[config.mk]
export PLATFORM = sky130hd
export DESIGN_NAME = decode_scoreboard
export DESIGN_NICKNAME = d
export VERILOG_FILES = /design/src/rtl/decode_scoreboard.sv
export SDC_FILE = /design/constraint.sdc
export NUM_CORES = 1
export LEC_CHECK = 0
export CAP_MARGIN = 20
export CORE_MARGIN = 5
export CORE_UTILIZATION = 40
export DETAILED_ROUTE_END_ITERATION = 6
export PLACE_DENSITY = 0.59
export SYNTH_ARGS = -nofsm -noshare
export SYNTH_HDL_FRONTEND = slang
export SYNTH_SLANG_ARGS = --single-unit
[constraint.sdc]
create_clock -name clock -period 4.1 [get_ports clock]
set_clock_uncertainty 0.1 [all_clocks]
set_input_delay 0.615 -clock clock [delete_from_list [all_inputs] [get_ports clock]]
set_output_delay 0.615 -clock clock [all_outputs]
set_load 0.03 [all_outputs]
[src/rtl/decode_scoreboard.sv]
// Register-hazard scoreboard and issue controller for the decode stage.
// Tracks per-register outstanding writes, stalls decode on RAW hazards,
// per-register saturation and a global in-flight limit, and drains the
// pipeline after a flush before allowing issue again.
module decode_scoreboard #(
    parameter int CORE            = 0,
    parameter int MAX_INFLIGHT    = 4,
    parameter int SCAN_CYCLES_MIN = 0,
    parameter int SCAN_CYCLES_MAX = 1000
) (
    input  logic       clock,
    input  logic       reset,
    input  logic       decode_valid,
    input  logic [4:0] rs1,
    input  logic [4:0] rs2,
    input  logic [4:0] rd,
    input  logic       uses_rs1,
    input  logic       uses_rs2,
    input  logic       writes_rd,
    input  logic       write,
    input  logic [4:0] write_reg,
    input  logic       flush,
    output logic       decode_ready,
    output logic       stall,
    output logic       rs1_pending,
    output logic       rs2_pending,
    output logic [2:0] inflight_count,
    output logic       underflow_err,
    input  logic       scan
);

    typedef enum logic {
        RUN   = 1'b0,
        DRAIN = 1'b1
    } state_t;

    localparam logic [2:0] MAX_INF = 3'(MAX_INFLIGHT);

    state_t      state_reg, state_next;
    logic [1:0]  count_reg  [32];
    logic [1:0]  count_next [32];
    logic [2:0]  inflight_reg, inflight_next;
    logic        underflow_reg, underflow_next;
    logic [31:0] cycle_reg;

    logic rd_full;
    logic limit_hit;
    logic issue_wr;
    logic retire_any;
    logic retire_ok;
    logic retire_bad;

    // Hazard detection and issue permission from registered state only;
    // a retire in the same cycle does not release a hazard (no bypass).
    always_comb begin
        rs1_pending  = uses_rs1 && (rs1 != 5'd0) && (count_reg[rs1] != 2'd0);
        rs2_pending  = uses_rs2 && (rs2 != 5'd0) && (count_reg[rs2] != 2'd0);
        rd_full      = writes_rd && (rd != 5'd0) && (count_reg[rd] == 2'd3);
        limit_hit    = (inflight_reg >= MAX_INF);
        decode_ready = (state_reg == RUN) && !reset && !flush && !rs1_pending
                       && !rs2_pending && !rd_full && !limit_hit;
        stall        = decode_valid && !decode_ready && !reset;
        issue_wr     = decode_valid && decode_ready && writes_rd && (rd != 5'd0);
        retire_any   = write && (write_reg != 5'd0);
        retire_ok    = retire_any && (count_reg[write_reg] != 2'd0);
        retire_bad   = retire_any && (count_reg[write_reg] == 2'd0);
    end

    // Per-register counter update: issue and retire to the same register cancel.
    generate
        for (genvar gi = 0; gi < 32; gi++) begin : g_count
            if (gi == 0) begin : g_zero
                assign count_next[gi] = 2'd0;
            end else begin : g_reg
                logic inc;
                logic dec;
                assign inc = issue_wr && (rd == 5'(gi));
                assign dec = retire_ok && (write_reg == 5'(gi));
                // Increment on issue, decrement on valid retire, hold otherwise.
                always_comb begin
                    count_next[gi] = count_reg[gi];
                    if (inc && !dec) begin
                        count_next[gi] = count_reg[gi] + 2'd1;
                    end else if (dec && !inc) begin
                        count_next[gi] = count_reg[gi] - 2'd1;
                    end
                end
            end
        end
    endgenerate

    // Global in-flight total and sticky underflow flag.
    always_comb begin
        inflight_next  = inflight_reg;
        underflow_next = underflow_reg || retire_bad;
        if (issue_wr && !retire_ok) begin
            inflight_next = inflight_reg + 3'd1;
        end else if (retire_ok && !issue_wr) begin
            inflight_next = inflight_reg - 3'd1;
        end
    end

    // RUN/DRAIN control: flush enters DRAIN, empty pipeline returns to RUN.
    always_comb begin
        state_next = state_reg;
        case (state_reg)
            RUN: begin
                if (flush) begin
                    state_next = DRAIN;
                end
            end
            DRAIN: begin
                if (!flush && (inflight_reg == 3'd0)) begin
                    state_next = RUN;
                end
            end
            default: state_next = RUN;
        endcase
    end

    // State registers with synchronous reset.
    always_ff @(posedge clock) begin
        if (reset) begin
            for (int i = 0; i < 32; i++) begin
                count_reg[i] <= 2'd0;
            end
            inflight_reg  <= 3'd0;
            underflow_reg <= 1'b0;
            state_reg     <= RUN;
            cycle_reg     <= 32'd0;
        end else begin
            for (int i = 0; i < 32; i++) begin
                count_reg[i] <= count_next[i];
            end
            inflight_reg  <= inflight_next;
            underflow_reg <= underflow_next;
            state_reg     <= state_next;
            cycle_reg     <= cycle_reg + 32'd1;
        end
    end

    assign inflight_count = inflight_reg;
    assign underflow_err  = underflow_reg;

`ifndef SYNTHESIS
    longint scan_cycle;
    assign scan_cycle = longint'({32'd0, cycle_reg});

    // Simulation-only trace of the issue state, bounded to a cycle window.
    always @(posedge clock) begin
        if (scan && !reset && (scan_cycle >= longint'(SCAN_CYCLES_MIN))
                && (scan_cycle <= longint'(SCAN_CYCLES_MAX))) begin
            $display("scan core %0d cycle %0d state %s rs1 %0d rs2 %0d rd %0d p1 %0b p2 %0b inflight %0d ready %0b",
                     CORE, cycle_reg, (state_reg == DRAIN) ? "DRAIN" : "RUN",
                     rs1, rs2, rd, rs1_pending, rs2_pending, inflight_reg, decode_ready);
        end
    end
`endif

endmodule

==> results.json, run 1 <==
{
  "status": "finished, final reports clean",
  "die-area_um2": 16500,
  "nFillCells": 1328,
  "period_needed_ps": 3970,
  "timing.hold.ws_ps": 395,
  "worstPathMaxFanout": 12,
  "port_buffers": 35,
  "core-area_um2": 13800,
  "ys_ff_latch": 67,
  "dp_hpwl_um": 11900,
  "layout_commonest_cell": "nor2_1",
  "max_stage_delay_ps": 450,
  "clockBufferDepth": 2,
  "worstPathArrival_ps": 3260,
  "grt_max_degree": 69,
  "drt_drc_violations_left": 0,
  "track_usage_pct": 19.8,
  "async_reset_ff_share_pct": 0,
  "drtIter0Drc": 463,
  "crit_slowest_cell": "clkdlybuf4s50_1",
  "yosysUniqueCellTypes": 56,
  "synth.net_count": 718,
  "layout_common_cells": "77 x nor2_1, 71 x nand3_1, 67 x dfxtp_1",
  "startpoint_type": "primary input",
  "crit_start": "rd[1]",
  "synth_cells": 656,
  "netlist_area_um2": 5600,
  "cts_max_level": 3,
  "met1_usage_pct": 26.6,
  "start_util_pct": 40.5,
  "slew-limit-headroom_pct": 51.1,
  "cts.sinks": 67,
  "crit_buf_inv": 5,
  "holdBufCountCts": 0,
  "critPathKind": "primary input to output port",
  "clk_pin_slew_ps": 60,
  "crit_family": "buffers and inverters",
  "worst_skew_pair.late_latency_ps": 350,
  "ys_seq_area_share_pct": 24.0,
  "crit_required_ps": 3380,
  "dpl-instance-area_um2": 6170,
  "fmax_ghz": 0.252,
  "final_layout_size_suffix_gt1_share_pct": 15.9,
  "grt_pass1_wl_um": 25500,
  "power.leakage_nw": 2.25,
  "rsz0062_at_grt": "no",
  "worstMarginPinSlew_ps": 734,
  "rows": 43,
  "yosysWarnings": 0,
  "ant_nets": 0,
  "grt_busiest_layer": "met2",
  "numCtsBuffers": 9,
  "final_hold_viol_count": 0,
  "num_vias": 5120,
  "grt_pass1_vias": 4938,
  "io_pins": 37,
  "min_delay_path_depth": 2,
  "syn2layout_area_growth_pct": 15.2,
  "largest_reg_flops": 62,
  "detail_route.wl_per_cell_um": 18.3,
  "maxSlewViolCount": 0,
  "synthFlopType": "dfxtp_1",
  "finalInstanceArea_um2": 6450,
  "rr_startpoint": "count_reg[20][0]",
  "firstDrtPassIters": 5,
  "p_per_area_nw_per_um2": 258,
  "setup_viol": 0,
  "antenna_cells": 0,
  "wl_um": 15800,
  "nets": 745,
  "path_cells": "clkdlybuf4s50_1 > buf_4 > mux2_4 > a221oi_2 > nor3_1 > a311oi_2 > a31oi_4 > buf_4 > buf_12 > o311a_1 > buf_4",
  "vdd_drop_max_uv": 195,
  "avgSynthCellArea_um2": 8.53,
  "cts_root_buffer": "clkbuf_16",
  "path_common_cell": "buf_4",
  "vias_per_cell": 5.91,
  "r2r_end": "inflight_count[2]",
  "met2_usage_pct": 32.2,
  "hold_path.class": "flop to flop",
  "fin_crit_sh_pct": 96.9,
  "dieWidth_um": 128,
  "use_met3_pct": 4.46,
  "grt_overflow": 0,
  "hold_start": "underflow_err",
  "synth_edf_count": 0,
  "cts_tree": "built",
  "critPathCaptureType": "output port",
  "reg2reg_setup_slack_ps": 710,
  "min_to": "underflow_err",
  "maxCapViolCount": 0,
  "fp.dieH_um": 128,
  "crit_cells": 11,
  "gp_congestion": 0.897,
  "reg2regPathDepth": 12,
  "antenna_found_initial": 0
}
==> synthesized netlist by cell type (all sizes together) (2+ instances only) <==
cell	count	share of area, %
a211oi	7	0.94
o211ai	5	0.67
nor2b	5	0.56
mux2	4	0.87
inv	5	0.38
nand2b	2	0.22
dfxtp	67	24
nor3	11	0.98
a21oi	38	3.4
clkbuf	22	1.5
o2111ai	3	0.47
nand4b	8	1.3
xor2	64	10
nor4	32	6.8
a211o	2	0.31
ha	32	7.2
nand2	26	1.7
a311o	2	0.36
and2	4	0.45
mux2i	6	1.3
nand3b	3	0.40
nand4	2	0.22
buf	30	3.7
nor3b	7	0.94
o21ai	43	3.8
and3	4	0.45
o31ai	2	0.27
nor2	77	5.2
nand3	71	6.3
and3b	4	0.63
or3	34	3.8
mux4	20	8.2
==> where the power goes <==
group          leakage (nW)  switching [mW]  internal [mW]  total, mW
clock                 0.136           0.280          0.465      0.745
sequential            0.540         0.00490          0.656      0.661
combinational          1.57           0.156          0.100      0.256
total                  2.25           0.440           1.22       1.66
==> worst register-to-register path: stages (launching register included) <==
cell and delay, ps:
dfxtp_1 340, nor2_1 320, mux4_2 310, mux2_2 160, o22ai_1 80, a311o_2 380
nor4_2 350, ha_1 240, inv_1 60, fa_1 380, xor2_1 160, or3_1 310
a21oi_1 140
==> area by class of cell <==
cell class | count | area (µm²) | share of cell area [%]
Clock inverter | 3 | 40.0 | 0.621
Timing Repair Buffer | 68 | 624 | 9.68
Multi-Input combinational cell | 532 | 3960 | 61.4
Clock buffer | 12 | 236 | 3.67
Tap cell | 180 | 225 | 3.49
Sequential cell | 67 | 1340 | 20.8
Inverter | 5 | 21.3 | 0.330
==> per-stage QoR <==
| stage | cells | setup WS [ps] | TNS [ps] | power (mW) | utilization (%) |
|---|---|---|---|---|---|
| after detailed placement | 852 | -31.6 | -31.6 | 0.927 | 44.6 |
| after floorplan | 656 | 501 | 0 | 0.832 | - |
| after global routing | 867 | 27.1 | 0 | 1.72 | 46.6 |
| after CTS | 867 | 85.8 | 0 | 1.68 | 46.6 |
| final | 867 | 129 | 0 | 1.66 | 46.6 |
| after global placement | 852 | 24.3 | 0 | 0.924 | 44.6 |
==> layer usage <==
metal	routed length, µm	up-vias
met3	1010	22
met2	7350	130
met4	238	0
met5	0	-
met1	7240	2504
li1	-	2464
==> cells by family after synthesis <==
logic type | Yosys count | synth area share [%]
adders and majority gates | 33 | 7.51
xor gates and xnor gates | 64 | 10.0
and+or+nand+nor | 293 | 30.4
buffers and inverters | 57 | 5.57
muxes | 30 | 10.4
AOI/OAI and AO/OA | 112 | 12.2
DFF | 67 | 24.0
==> worst max-delay path by stage <==
stage / end
6_report: stall
3_5_place_dp: inflight_count[2]
4_1_cts: stall
3_3_place_gp: inflight_count[2]
5_1_grt: stall
2_1_floorplan: inflight_count[2]
==> timing repair <==
item                       in CTS  in global routing
resized for setup               0                  1
setup endpoints to repair       0                  1
buffers inserted                0                  0
Power figures use the tool's default switching activity.
==> run 2, diff against run 1 <==
--- a/config.mk
+++ b/config.mk
@@ -12,2 +12,4 @@
 export PLACE_DENSITY = 0.59
+export RECOVER_POWER = 50
+export SLEW_MARGIN = 20
 export SYNTH_ARGS = -nofsm -noshare
==> constraint.sdc (replaced) <==
create_clock -name clock -period 4.1 [get_ports clock]
set_clock_uncertainty 0.1 [all_clocks]
set_input_delay 0.82 -clock clock [delete_from_list [all_inputs] [get_ports clock]]
set_output_delay 0.82 -clock clock [all_outputs]
set_load 0.03 [all_outputs]
==> run 2 against run 1 <==
Net effect: flip-flop and latch count is the same; core utilization grew 3.5 points; count of clock-buffer cells in the layout is the same; hold slack lost 7.4 ps; critical path type unchanged; highest routed layer unchanged.
==> results.json, run 2 (synthesized netlist as in run 1, its figures left out) <==
{
  "firstDrtPassIters": 5,
  "grt_pass1_vias": 5329,
  "fmax_ghz": 0.251,
  "rows": 43,
  "core-area_um2": 13800,
  "final_layout_size_suffix_gt1_share_pct": 20.6,
  "wl_met1_um": 7300,
  "path_cells": "dlygate4sd2_1 > buf_6 > buf_4 > buf_4 > a211oi_1 > o21ai_0 > a311oi_2 > a31oi_4 > buf_6 > o311a_4 > buf_6",
  "cts_root_buffer": "clkbuf_16",
  "holdBufCountCts": 0,
  "top_layer": "met4",
  "nets": 801,
  "antenna_cells": 0,
  "num_vias": 5404,
  "largest_reg_flops": 62,
  "layout_commonest_cell": "nor2_1",
  "path_common_cell": "buf_6",
  "vias_per_cell": 5.85,
  "finish.utilization_pct": 50.1,
  "final_hold_viol_count": 0,
  "layout_common_cells": "77 x nor2_1, 71 x nand3_1, 67 x dfxtp_1",
  "worstPathArrival_ps": 3070,
  "nFillCells": 1325,
  "met3RoutedLength_um": 1340,
  "start_util_pct": 40.5,
  "crit_slowest_cell": "o311a_4",
  "startpoint_type": "primary input",
  "drt_drc_violations_left": 0,
  "fin_crit_sh_pct": 97.4,
  "worst_skew_pair.late_latency_ps": 350,
  "maxCapViolCount": 0,
  "antenna_found_initial": 0,
  "reg2regPathDepth": 13,
  "setup_viol": 0,
  "gp_congestion": 0.868,
  "finalInstanceArea_um2": 6930,
  "grt_pass1_wl_um": 27300,
  "numCtsBuffers": 9,
  "clockBufferDepth": 2,
  "cts_tree": "built",
  "ant_nets": 0,
  "worstPathMaxFanout": 4,
  "vdd_drop_max_uv": 188,
  "hold_path.class": "flop to flop",
  "grt_overflow": 0,
  "die-area_um2": 16500,
  "reg2reg_setup_slack_ps": 490,
  "cts.sinks": 67,
  "grt_max_degree": 69,
  "dp_hpwl_um": 13000,
  "maxSlewViolCount": 0,
  "port_buffers": 35,
  "wl_um": 17000,
  "status": "finished, final reports clean",
  "power.leakage_nw": 2.51,
  "period_needed_ps": 3990,
  "syn2layout_area_growth_pct": 23.7,
  "detail_route.wl_per_cell_um": 18.4,
  "dieWidth_um": 128,
  "max_stage_delay_ps": 370,
  "crit_required_ps": 3180,
  "route.met2.wl_um": 7930,
  "timing.hold.ws_ps": 388,
  "drtIter0Drc": 459,
  "min_delay_path_depth": 2,
  "cts_max_level": 3,
  "critPathCaptureType": "output port",
  "clk_pin_slew_ps": 60,
  "p_per_area_nw_per_um2": 262,
  "fp.dieH_um": 128,
  "track_usage_pct": 21.1,
  "io_pins": 37,
  "rsz0062_at_grt": "no",
  "worstMarginPinSlew_ps": 1410,
  "dpl-instance-area_um2": 6580,
  "slew-limit-headroom_pct": 5.74,
  "critPathKind": "primary input to output port"
}
==> run 2: routing by layer <==
layer	global-route usage [%]	vias up
li1	-	2573
met1	27.6	2606
met2	33.9	188
met3	4.71	37
met4	8.43	0
met5	0	-
==> run 2: area by class of cell <==
class	count	area (µm²)	area share [%]
clock buffers	12	256	3.70
inverters	5	21.3	0.307
multi-input cells	532	4000	57.7
well taps	180	225	3.25
flip-flops and latches	67	1340	19.4
clock inverters	4	72.6	1.05
repair buffers	124	1010	14.6
==> run 2: worst paths after layout <==
check	startpoint	to
worst min-delay path	state_reg	state_reg
worst min register to register	state_reg	state_reg
worst max-delay path	rd[1]	stall
worst max register to register	count_reg[28][0]	inflight_count[2]
==> run 2: power breakdown <==
part | switching [mW] | total, mW | internal, mW
sequential | 0.00503 | 0.661 | 0.656
combinational | 0.164 | 0.284 | 0.120
clock | 0.304 | 0.869 | 0.565
total | 0.473 | 1.81 | 1.34
==> run 2: per-stage QoR <==
| step | std cells | TNS, ps | total power [mW] | setup WS (ps) |
|---|---|---|---|---|
| final | 924 | 0 | 1.81 | 108 |
| after floorplan | 656 | 0 | 0.832 | 273 |
| after global placement | 903 | -2320 | 0.941 | -193 |
| after global routing | 924 | 0 | 1.88 | 10.6 |
| after CTS | 923 | 0 | 1.83 | 46.1 |
| after detailed placement | 903 | -4830 | 0.946 | -241 |
==> run 2: critical path: cells and delay by family <==
family / cells / cell delay, ps
AO/OA/AOI/OAI: 5 / 1310
buffers and inverters: 6 / 940
==> run 2: repair_timing <==
action	in CTS	in global routing
buffers inserted	4	1
pin swaps	5	2
gates resized for setup	10	4
setup endpoints to repair	4	3
cloned	0	0
==> run 3, diff against run 2 <==
Settings changed: SLEW_MARGIN 20 to unset.
==> results of run 3 <==
The final DEF is identical to that of run 2; final timing and power are the same.
